--- src/rtl/demux_1_8_deser.sv ---
// 1:8 serial-to-parallel deserializer with one-word output register and a
// one-word parking slot; bits arriving while parked are dropped and flagged.
module demux_1_8_deser #(
  parameter bit LSB_FIRST = 1'b1
) (
  input  logic       clk,
  input  logic       rst,
  input  logic       clr,
  input  logic       din,
  input  logic       din_valid,
  output logic [2:0] s,
  output logic [7:0] y,
  output logic       out_valid,
  input  logic       out_ready,
  output logic       full,
  output logic       overrun
);

  // state   | meaning
  // COLLECT | accepting serial bits into staging slots
  // FULL    | complete word parked in staging, waiting for the output to free
  typedef enum logic {ST_COLLECT = 1'b0, ST_FULL = 1'b1} state_t;

  state_t     r_state;
  state_t     w_state_nxt;
  logic [7:0] r_stage;
  logic [2:0] r_slot;
  logic [7:0] r_y;
  logic       r_out_valid;
  logic       r_overrun;

  logic       w_free;
  logic       w_accept;
  logic       w_last;
  logic       w_load_direct;
  logic       w_park;
  logic       w_transfer;
  logic       w_load;
  logic [7:0] w_word;

  // staging keeps bits in arrival (slot) order; bit order is applied only at load
  function automatic logic [7:0] f_order(input logic [7:0] slots);
    logic [7:0] res;
    res = slots;
    if (!LSB_FIRST) begin
      for (int k = 0; k < 8; k++) res[7-k] = slots[k];
    end
    return res;
  endfunction

  assign w_free        = ~r_out_valid | out_ready;
  assign w_accept      = (r_state == ST_COLLECT) & din_valid;
  assign w_last        = w_accept & (r_slot == 3'd7);
  assign w_load_direct = w_last & w_free;
  assign w_park        = w_last & ~w_free;
  assign w_transfer    = (r_state == ST_FULL) & w_free;
  assign w_load        = w_load_direct | w_transfer;
  assign w_word        = {din, r_stage[6:0]};

  always_ff @(posedge clk or posedge rst) begin
    if (rst)      r_state <= ST_COLLECT;
    else if (clr) r_state <= ST_COLLECT;
    else          r_state <= w_state_nxt;
  end

  always_comb begin
    w_state_nxt = r_state;
    case (r_state)
      ST_COLLECT: if (w_park)     w_state_nxt = ST_FULL;
      ST_FULL:    if (w_transfer) w_state_nxt = ST_COLLECT;
      default:                    w_state_nxt = ST_COLLECT;
    endcase
  end

  always_comb begin
    full = (r_state == ST_FULL);
  end

  always_ff @(posedge clk or posedge rst) begin
    if (rst) begin
      r_stage     <= 8'h00;
      r_slot      <= 3'd0;
      r_y         <= 8'h00;
      r_out_valid <= 1'b0;
      r_overrun   <= 1'b0;
    end else if (clr) begin
      r_stage     <= 8'h00;
      r_slot      <= 3'd0;
      r_y         <= 8'h00;
      r_out_valid <= 1'b0;
      r_overrun   <= 1'b0;
    end else begin
      if (w_accept) begin
        if (w_last) begin
          r_slot <= 3'd0;
          if (w_park) r_stage <= w_word;
        end else begin
          r_stage[r_slot] <= din;
          r_slot          <= r_slot + 3'd1;
        end
      end
      if (w_load) r_y <= w_transfer ? f_order(r_stage) : f_order(w_word);
      // a load on a consume edge keeps out_valid high with no bubble
      if (w_load)         r_out_valid <= 1'b1;
      else if (out_ready) r_out_valid <= 1'b0;
      if ((r_state == ST_FULL) && din_valid) r_overrun <= 1'b1;
    end
  end

  assign s         = r_slot;
  assign y         = r_y;
  assign out_valid = r_out_valid;
  assign overrun   = r_overrun;

endmodule

--- config.mk ---
export PLATFORM = sky130hd
export DESIGN_NAME = demux_1_8_deser
export DESIGN_NICKNAME = d
export VERILOG_FILES = /design/src/rtl/demux_1_8_deser.sv
export SDC_FILE = /design/constraint.sdc
export NUM_CORES = 1
export LEC_CHECK = 0
export ABC_AREA = 1
export ABC_CLOCK_PERIOD_IN_PS = 2410
export CELL_PAD_IN_SITES_DETAIL_PLACEMENT = 1
export CELL_PAD_IN_SITES_GLOBAL_PLACEMENT = 2
export CORE_AREA = 4 4 63 65
export CTS_BUF_LIST = sky130_fd_sc_hd__clkbuf_8
export DETAILED_ROUTE_END_ITERATION = 12
export DIE_AREA = 0 0 67 69
export PLACE_DENSITY_LB_ADDON = 0.1
export SLEW_MARGIN = 5
export SYNTH_ARGS = -nofsm -noshare
export SYNTH_HDL_FRONTEND = slang
export SYNTH_SLANG_ARGS = --single-unit
--- constraint.sdc ---
create_clock -name clk -period 2.41 [get_ports clk]
set_input_delay 0.3615 -clock clk [delete_from_list [all_inputs] [get_ports clk]]
set_output_delay 0.3615 -clock clk [all_outputs]
set_load 0.01 [all_outputs]
==> summary by stage, run 1 <==
Timing
The final critical path takes up about 72% of the cycle. Headroom to the max-slew limit came out at 69.7%. On the final layout, the worst clock skew is approximately 0.0026 ns.

Setup repair after global routing left no endpoint under its margin. The highest clock frequency the design can meet is about 570 MHz. The clock period could shrink to 1.74 ns. The total count of max-transition violations in the final report is 0. The total count of hold-check failures in the final report is 0.

For the pin with the worst max-slew slack, the measured transition is approximately 0.45 ns. The final setup TNS is 0 ns. Across all hold checks on the routed design, the worst slack comes to 0.432 ns. The count of final setup violators is 0.

Floorplan
During I/O placement, the number of pins put on the boundary was 20. The placement row count is 21. The x dimension of the die is about 67 um. The standard cell core area is ~0.0033 mm2. The area of the die is between 0.004 and 0.005 mm2. The die is 69 um tall. Once the floorplan was initialized, standard cells occupied around a third of the core.

Detailed routing
The final wirelength is 2.63 mm. The count of TritonRoute iterations in the first routing pass is 4. In the final routed layout, each cell accounts on average for 12.7 um. For this block, the initial DRC count from the detailed router was 53. Using the TritonRoute via totals, the vias-per-cell ratio works out to between 4 and 5. In the routed design, unresolved DRC markers number 0. In this run the remaining antenna-violating nets after routing total 0. The total via count after detailed routing is roughly 960.

Clock network
Once the clock tree was built, the setup fixing pass inserted 0 buffers. In this run the number of H-tree levels came out at 1. The number of clock sinks is 22. The number of buffers on the longest clock path is 2. In this run, post-CTS repair resized a total of 0 instances. The TritonCTS clock tree is yes.

The hold-fix buffer count after cts is 0. Buffers inserted during clock tree synthesis total 3. The clock latency reported for the late side of the worst-skew pair is around 0.26 ns.

The tree is rooted in a clkbuf_8. After clock tree synthesis, the clock-pin slew on the worst setup and hold paths is around 0.08 ns.

Final layout
The multi-input gate area in the final layout is ~450 um2. After the last flow step, the layout net total stands at 170. The relative area change from synthesis to final layout is 28.8%. Counting the fill cells in the layout gives between 400 and 500. The most common library cell in the layout ignoring fill and taps is nand2_1. The share of post-route cells with drive strength above 1 is under 10%. The area occupied by registers is ~550 um2. Leaving out fill and tap cells, the most frequent cells in the layout are 36 x nand2_1, 22 x dfrtp_1, 19 x inv_1, 19 x clkdlybuf4s50_1, 18 x nand3_1. Excluding fillers, the count of instances in the completed layout stands at 207. The total inserted antenna cells is 0.

Critical path
The critical path required time is approximately 2.1 ns. The element type at the critical path end is an output pin. The largest single stage delay on the critical path is 0.60 ns. The startpoint identified for the worst register-to-register timing path is s[0].

The family with the most delay on the worst path is buffers and inverters. The start-to-end type of the worst setup path is reg2out. The count of cells along the worst register-to-register path is 6. Walking the worst path, the cells encountered are clkdlybuf4s50_1. The cell type of the slowest stage on the worst timing path is clkdlybuf4s50_1.

In this run the critical register-to-register path is captured at r_stage[4]. The worst setup path is launched from a register. In this run the register-to-register setup slack is 0.77 ns. Data on the critical path arrives at its endpoint at 1.38 ns.

The maximum fanout count along the critical path is 9. Counting both buffers and inverters, the worst setup path holds a total of 1.

GRT
Global routing used 12.7% of the available tracks. The remaining global-route overflow is 0. The wire length of the first global-routing pass is roughly 4.6 mm. The number of global-route vias before repair is around 1000. The pin count of the biggest net entering global routing is 23. The initial antenna violation count was 0.

Yosys
The register bit count reported by yosys is 22. The share of the synthesized netlist area taken by xor and xnor gates is 0%. The mean cell area of the mapped netlist is 7.93 um2. Yosys mapped the design onto 17 distinct sky130hd cell types.

The netlist area before placement is roughly 0.0011 mm2. The multiplexer share of the synthesized area is 0%. When the netlist entered floorplanning its net count stood at between 100 and 150. After Yosys synthesis, full adders, half adders and majority gates account for under 10% of the synthesized area. The combinational family with the most area after synthesis is simple AND/OR/NAND/NOR gates. The synthesized netlist devotes around 30% of its cell area to simple gates. The gate count of the mapped netlist is ~140. Yosys printed 0 warnings. Summing the areas of all compound-gate instances in the mapped netlist gives approximately 8.5% of the synthesized area. Sequential elements use between 50% and 60% of the synthesized area.

Placement
The cell total after placement is just over 200. The half-perimeter wire length of the detailed placement result is approximately 2 mm. The congestion estimate from routability-driven global placement came to between 0.7 and 0.8. The count of buffers added on input and output ports is 19.

Pwr
Power spread over the standard cell area amounts to about 570 mW/mm2. The worst-case IR drop observed on VDD is about 0.25 mV. The static power due to leakage is ~0.73 nW.

Outcome
The flow ran to the end, and the final reports show no timing, DRC or antenna violations.

Hold path
The type of the tightest min-delay check is in2async.

Run
The count of max-cap constraint violations is 0.
## per-stage QoR
step	utilization (%)	worst slack, ns	total power, mW	instance area [um2]
6_report	42.3	0.670	0.805	1410
3_5_place_dp	40.1	0.548	0.468	1340
5_1_grt	42.3	0.564	0.846	1410
4_1_cts	42.3	0.663	0.819	1410
2_1_floorplan	-	0.929	0.436	1090
3_3_place_gp	40.1	0.640	0.465	1340
## layer usage
layer / track usage, % / routed length, um / share of wire, %
met1: 16.8 / 1280 / 49
met2: 20.4 / 1200 / 45
met3: 2.27 / 125 / 4.8
met4: 4.05 / 26 / 0.99
met5: 0 / 0 / 0
## cells by family (layout without fill, tap and decap cells)
kind of cell / after synthesis / count (layout)
flip-flops: 22 / 22
buffers and inverters: 23 / 46
adder cells (fa/ha/maj): 2 / 2
AND/OR/NAND/NOR: 73 / 73
AO/OA/AOI/OAI: 18 / 18
## state kept, by name (all words and copies together), names as in the netlist
signal,flops
r_stage,8
y,8
s,3
full,1
out_valid,1
overrun,1
## worst max path at each step
stage	cells past startpoint	from	end
finish	1	s[2]	s[2]
global route	8	s[0]	y[7]
floorplan	7	s[1]	y[3]
CTS	1	s[0]	s[0]
global placement	6	clr	r_stage[2]
detailed placement	6	clr	r_stage[4]
## power by group
group          internal (mW)  switching (mW)  total, mW
logic                 0.0269          0.0423     0.0692
clock network          0.222           0.124      0.346
registers              0.379          0.0111      0.390
## cell type report
class | instances | area share (%)
clock buffer | 3 | 2.93
clock inverter | 1 | 2.13
inverter | 21 | 5.59
multi-input combinational | 93 | 31.7
sequential | 22 | 39.0
tap | 46 | 4.08
timing repair buffer | 21 | 14.6
## synth_stat cells
cell type	n	area, um2
o21ai_0	12	60.1
ha_1	2	25.0
o31ai_1	1	7.51
nor2_1	9	33.8
nand2_2	2	12.5
nand2_1	36	135
dfrtp_1	22	551
a21oi_1	5	25.0
nor2_4	1	11.3
inv_1	19	71.3
nor2_2	1	6.26
buf_6	1	11.3
nor3_1	4	20.0
inv_2	2	7.51
buf_4	1	7.51
nand3_2	2	20.0
nand3_1	18	90.1
Note: power is estimated with default switching activity, not from simulation.
==> run 2: changes to the inputs <==
--- a/config.mk
+++ b/config.mk
@@ -6,13 +6,13 @@
 export NUM_CORES = 1
 export LEC_CHECK = 0
 export ABC_AREA = 1
-export ABC_CLOCK_PERIOD_IN_PS = 2410
+export ABC_CLOCK_PERIOD_IN_PS = 1700
 export CELL_PAD_IN_SITES_DETAIL_PLACEMENT = 1
 export CELL_PAD_IN_SITES_GLOBAL_PLACEMENT = 2
-export CORE_AREA = 4 4 63 65
+export CORE_AREA = 4 4 65 67
 export CTS_BUF_LIST = sky130_fd_sc_hd__clkbuf_8
 export DETAILED_ROUTE_END_ITERATION = 12
-export DIE_AREA = 0 0 67 69
+export DIE_AREA = 0 0 69 71
 export PLACE_DENSITY_LB_ADDON = 0.1
 export SLEW_MARGIN = 5
 export SYNTH_ARGS = -nofsm -noshare
==> constraint.sdc (replaced) <==
create_clock -name clk -period 1.7 [get_ports clk]
set_input_delay 0.255 -clock clk [delete_from_list [all_inputs] [get_ports clk]]
set_output_delay 0.255 -clock clk [all_outputs]
set_load 0.01 [all_outputs]
==> run 2 against run 1 <==
Compared with the run above: wire length grew 4.6%; clock skew down 0.0013 ns; cell count is 2.9% higher; critical endpoint unchanged; largest cell class unchanged; largest power group unchanged.
==> summary by stage, run 2 (synthesis gave the netlist of run 1 again) <==
Detailed routing
The highest metal layer with signal wires is met4 (unchanged). The final wirelength is 2.75 mm (was 2.63 mm). The total via count after detailed routing came to 957 (was 959). The post-route met1 wirelength is 1.38 mm (was 1.28 mm). The per-cell via count in the routed design came to 4.49 (was 4.63). The remaining routing DRC violations was 0 (unchanged).

The detailed-route wire length per cell came to 12.9 um (was 12.7 um). The wire length on met3 is 80 um (was 125 um). The wire length on met2 is 1.25 mm (was 1.20 mm). The count of TritonRoute iterations in the first routing pass was 4 (unchanged). The detailed router's first-iteration violation count is 23 (was 53).

The final antenna-violating net count was 0 (unchanged).

Timing
The remaining max-slew budget at the tightest pin is 80.4% (was 69.7%). For this run, the top clock speed supported by timing is 628 MHz. The total count of max-transition violations in the final report was 0 (unchanged). The total count of hold-check failures in the final report is 0 (unchanged). The clock period could shrink to between 1.5 and 2 ns. The portion of the clock cycle consumed by the worst path in the final layout is 93.7%.

The final setup TNS is 0 ns (unchanged). The transition time at the pin with the least slew margin is 0.294 ns (was 0.454 ns). The largest clock skew in the final design is 0.00127 ns (was 0.00257 ns).

RSZ-0062 raised after global routing: no (unchanged). The count of final setup violators came to 0 (unchanged).

Clock network
The number of instances resized during post-cts repair is 0 (unchanged). The root cell of the clock tree is clkbuf_8 (unchanged). The clock-pin slew on the worst setup and hold paths is 0.08 ns (about the same). The maximum level of the CTS H-tree is 1 (unchanged).

The number of clock sinks is 22 (unchanged). The number of post-CTS setup repair buffers is 0 (unchanged). The number of buffers created by CTS is 3 (unchanged).

The TritonCTS clock tree is yes (unchanged). The clock latency reported for the late side of the worst-skew pair is 0.26 ns (about the same). The number of buffers on the longest clock path was 2 (unchanged). The hold-fix buffer count after cts is 0 (unchanged).

Final layout
The most common library cell in the layout ignoring fill and taps is nand2_1 (unchanged). Top library cells by usage in the layout, fill and taps aside: 36 x nand2_1, 22 x dfrtp_1, 19 x inv_1, 19 x clkdlybuf4s50_1, 18 x nand3_1 (unchanged). The total inserted antenna cells is 0 (unchanged). The final cell area excluding filler cells is 0.00144 mm2 (was 0.00141 mm2). The share of post-route cells with drive strength above 1 is 10.9% (was 8.70%). The area occupied by registers came to 551 um2 (unchanged).

The relative area change from synthesis to final layout is 31.8% (was 28.8%). The fill cell total of the finished layout is 454 (was 410). The number of standard cells in the layout, taps in and fillers out was 213 (was 207). The multi-input gate area in the final layout is 447 um2 (unchanged). The number of nets in the layout is 174 (was 170).

Pwr
The static power due to leakage is 0.746 nW (was 0.726 nW). The worst-case vdd ir drop is 0.294 mV (was 0.246 mV). The power density relative to cell area is 801 mW/mm2 (was 571 mW/mm2).

Floorplan
The top-level I/O count was 20 (unchanged). The x dimension of the die is 69 um (was 67 um). The height of the chip is 71 um (was 69 um). The placement row count came to 22 (was 21).

The area of the die is 0.00490 mm2 (was 0.00462 mm2). The initial standard-cell utilization of the core is 30.1% (was 32.8%). The standard cell core area came to 0.00363 mm2 (was 0.00334 mm2).

Critical path
The cell type of the slowest stage on the worst timing path is clkdlybuf4s50_1 (unchanged). The family with the most delay on the worst path is buffers and inverters (unchanged). The element type at the critical path end is an output pin (unchanged).

The number of buffers and inverters on the critical path is 2 (was 1). The critical path required time is 1.44 ns (was 2.05 ns). The kind of launch point of the worst setup path is a register (unchanged).

The start-to-end type of the worst setup path is reg2out (unchanged). Cell-by-cell listing of the critical path: buf_4, clkdlybuf4s50_1 (was clkdlybuf4s50_1). The maximum fanout count along the critical path is 8 (was 9).

The worst stage delay on the critical path is 0.54 ns (was 0.60 ns). The arrival time reported for the critical path endpoint is 1.34 ns (was 1.38 ns).

GRT
The pin count of the biggest net entering global routing is 23 (unchanged). The remaining global-route overflow came to 0 (unchanged). The global-route usage over all layers is 12.1% (was 12.7%). The initial antenna violation count was 0 (unchanged). The number of global-route vias before repair is 1034 (was 1009).

The wire length of the first global-routing pass is 4.75 mm (was 4.61 mm).

Outcome
Status: finished, final reports clean (unchanged).

Placement
The final weighted congestion in routability-driven placement came to 0.735 (was 0.787). The total of buffers placed on input and output ports came to 19 (unchanged). The half-perimeter wire length of the detailed placement result is 2.13 mm (was 2.05 mm). The cell area reported after detailed placement is 0.00137 mm2 (was 0.00134 mm2). The cell total after placement is 209 (was 203).

Run
The count of max-cap constraint violations is 0 (unchanged).

Hold path
The type of the tightest min-delay check is in2async (unchanged).
[run 2: tightest hold or removal path: cells and delay by family]
family                 cells  cell delay (ns)
buffers and inverters      3             0.73
[run 2: final cells by class]
class | instances | share of cell area (%)
timing repair buffer | 25 | 16.3
multi-input combinational | 93 | 31.0
clock inverter | 1 | 2.08
clock buffer | 3 | 2.86
tap | 48 | 4.16
inverter | 21 | 5.46
sequential | 22 | 38.2
[run 2: path summary, 6_finish.rpt]
check / start / end / slack, ns / cells past startpoint
worst min register to register: r_stage[2] / y[2] / 0.49 / 2
worst max register to register: s[0] / y[5] / 0.19 / 7
worst max-delay path: s[2] / s[2] / 0.11 / 2
worst min-delay path: rst / y[7] / 0.32 / 3
min in group clk: r_stage[2] / y[2] / 0.49 / 2
max in group asynchronous: rst / s[0] / 1.15 / 3
[run 2: layer usage]
layer	track usage (%)	up-vias
li1	-	493
met2	19.8	13
met1	15.7	447
met3	2.27	4
met4	5.21	0
met5	0	-
[run 2: through the flow]
step | worst slack, ns | total power, mW | utilization [%] | hold slack, ns
after floorplan | 0.219 | 0.618 | - | 0.244
after global placement | 0.135 | 0.670 | 37.7 | 0.464
after detailed placement | 0.103 | 0.671 | 37.7 | 0.468
after CTS | 0.0892 | 1.18 | 39.7 | 0.330
after global routing | 0.0391 | 1.21 | 39.7 | 0.370
final | 0.108 | 1.16 | 39.7 | 0.325
[run 2: power breakdown]
group          switching (mW)  internal [mW]  total, mW
logic                  0.0689         0.0451      0.114
clock network           0.183          0.315      0.498
registers             0.00737          0.537      0.544
total                   0.259          0.897       1.16
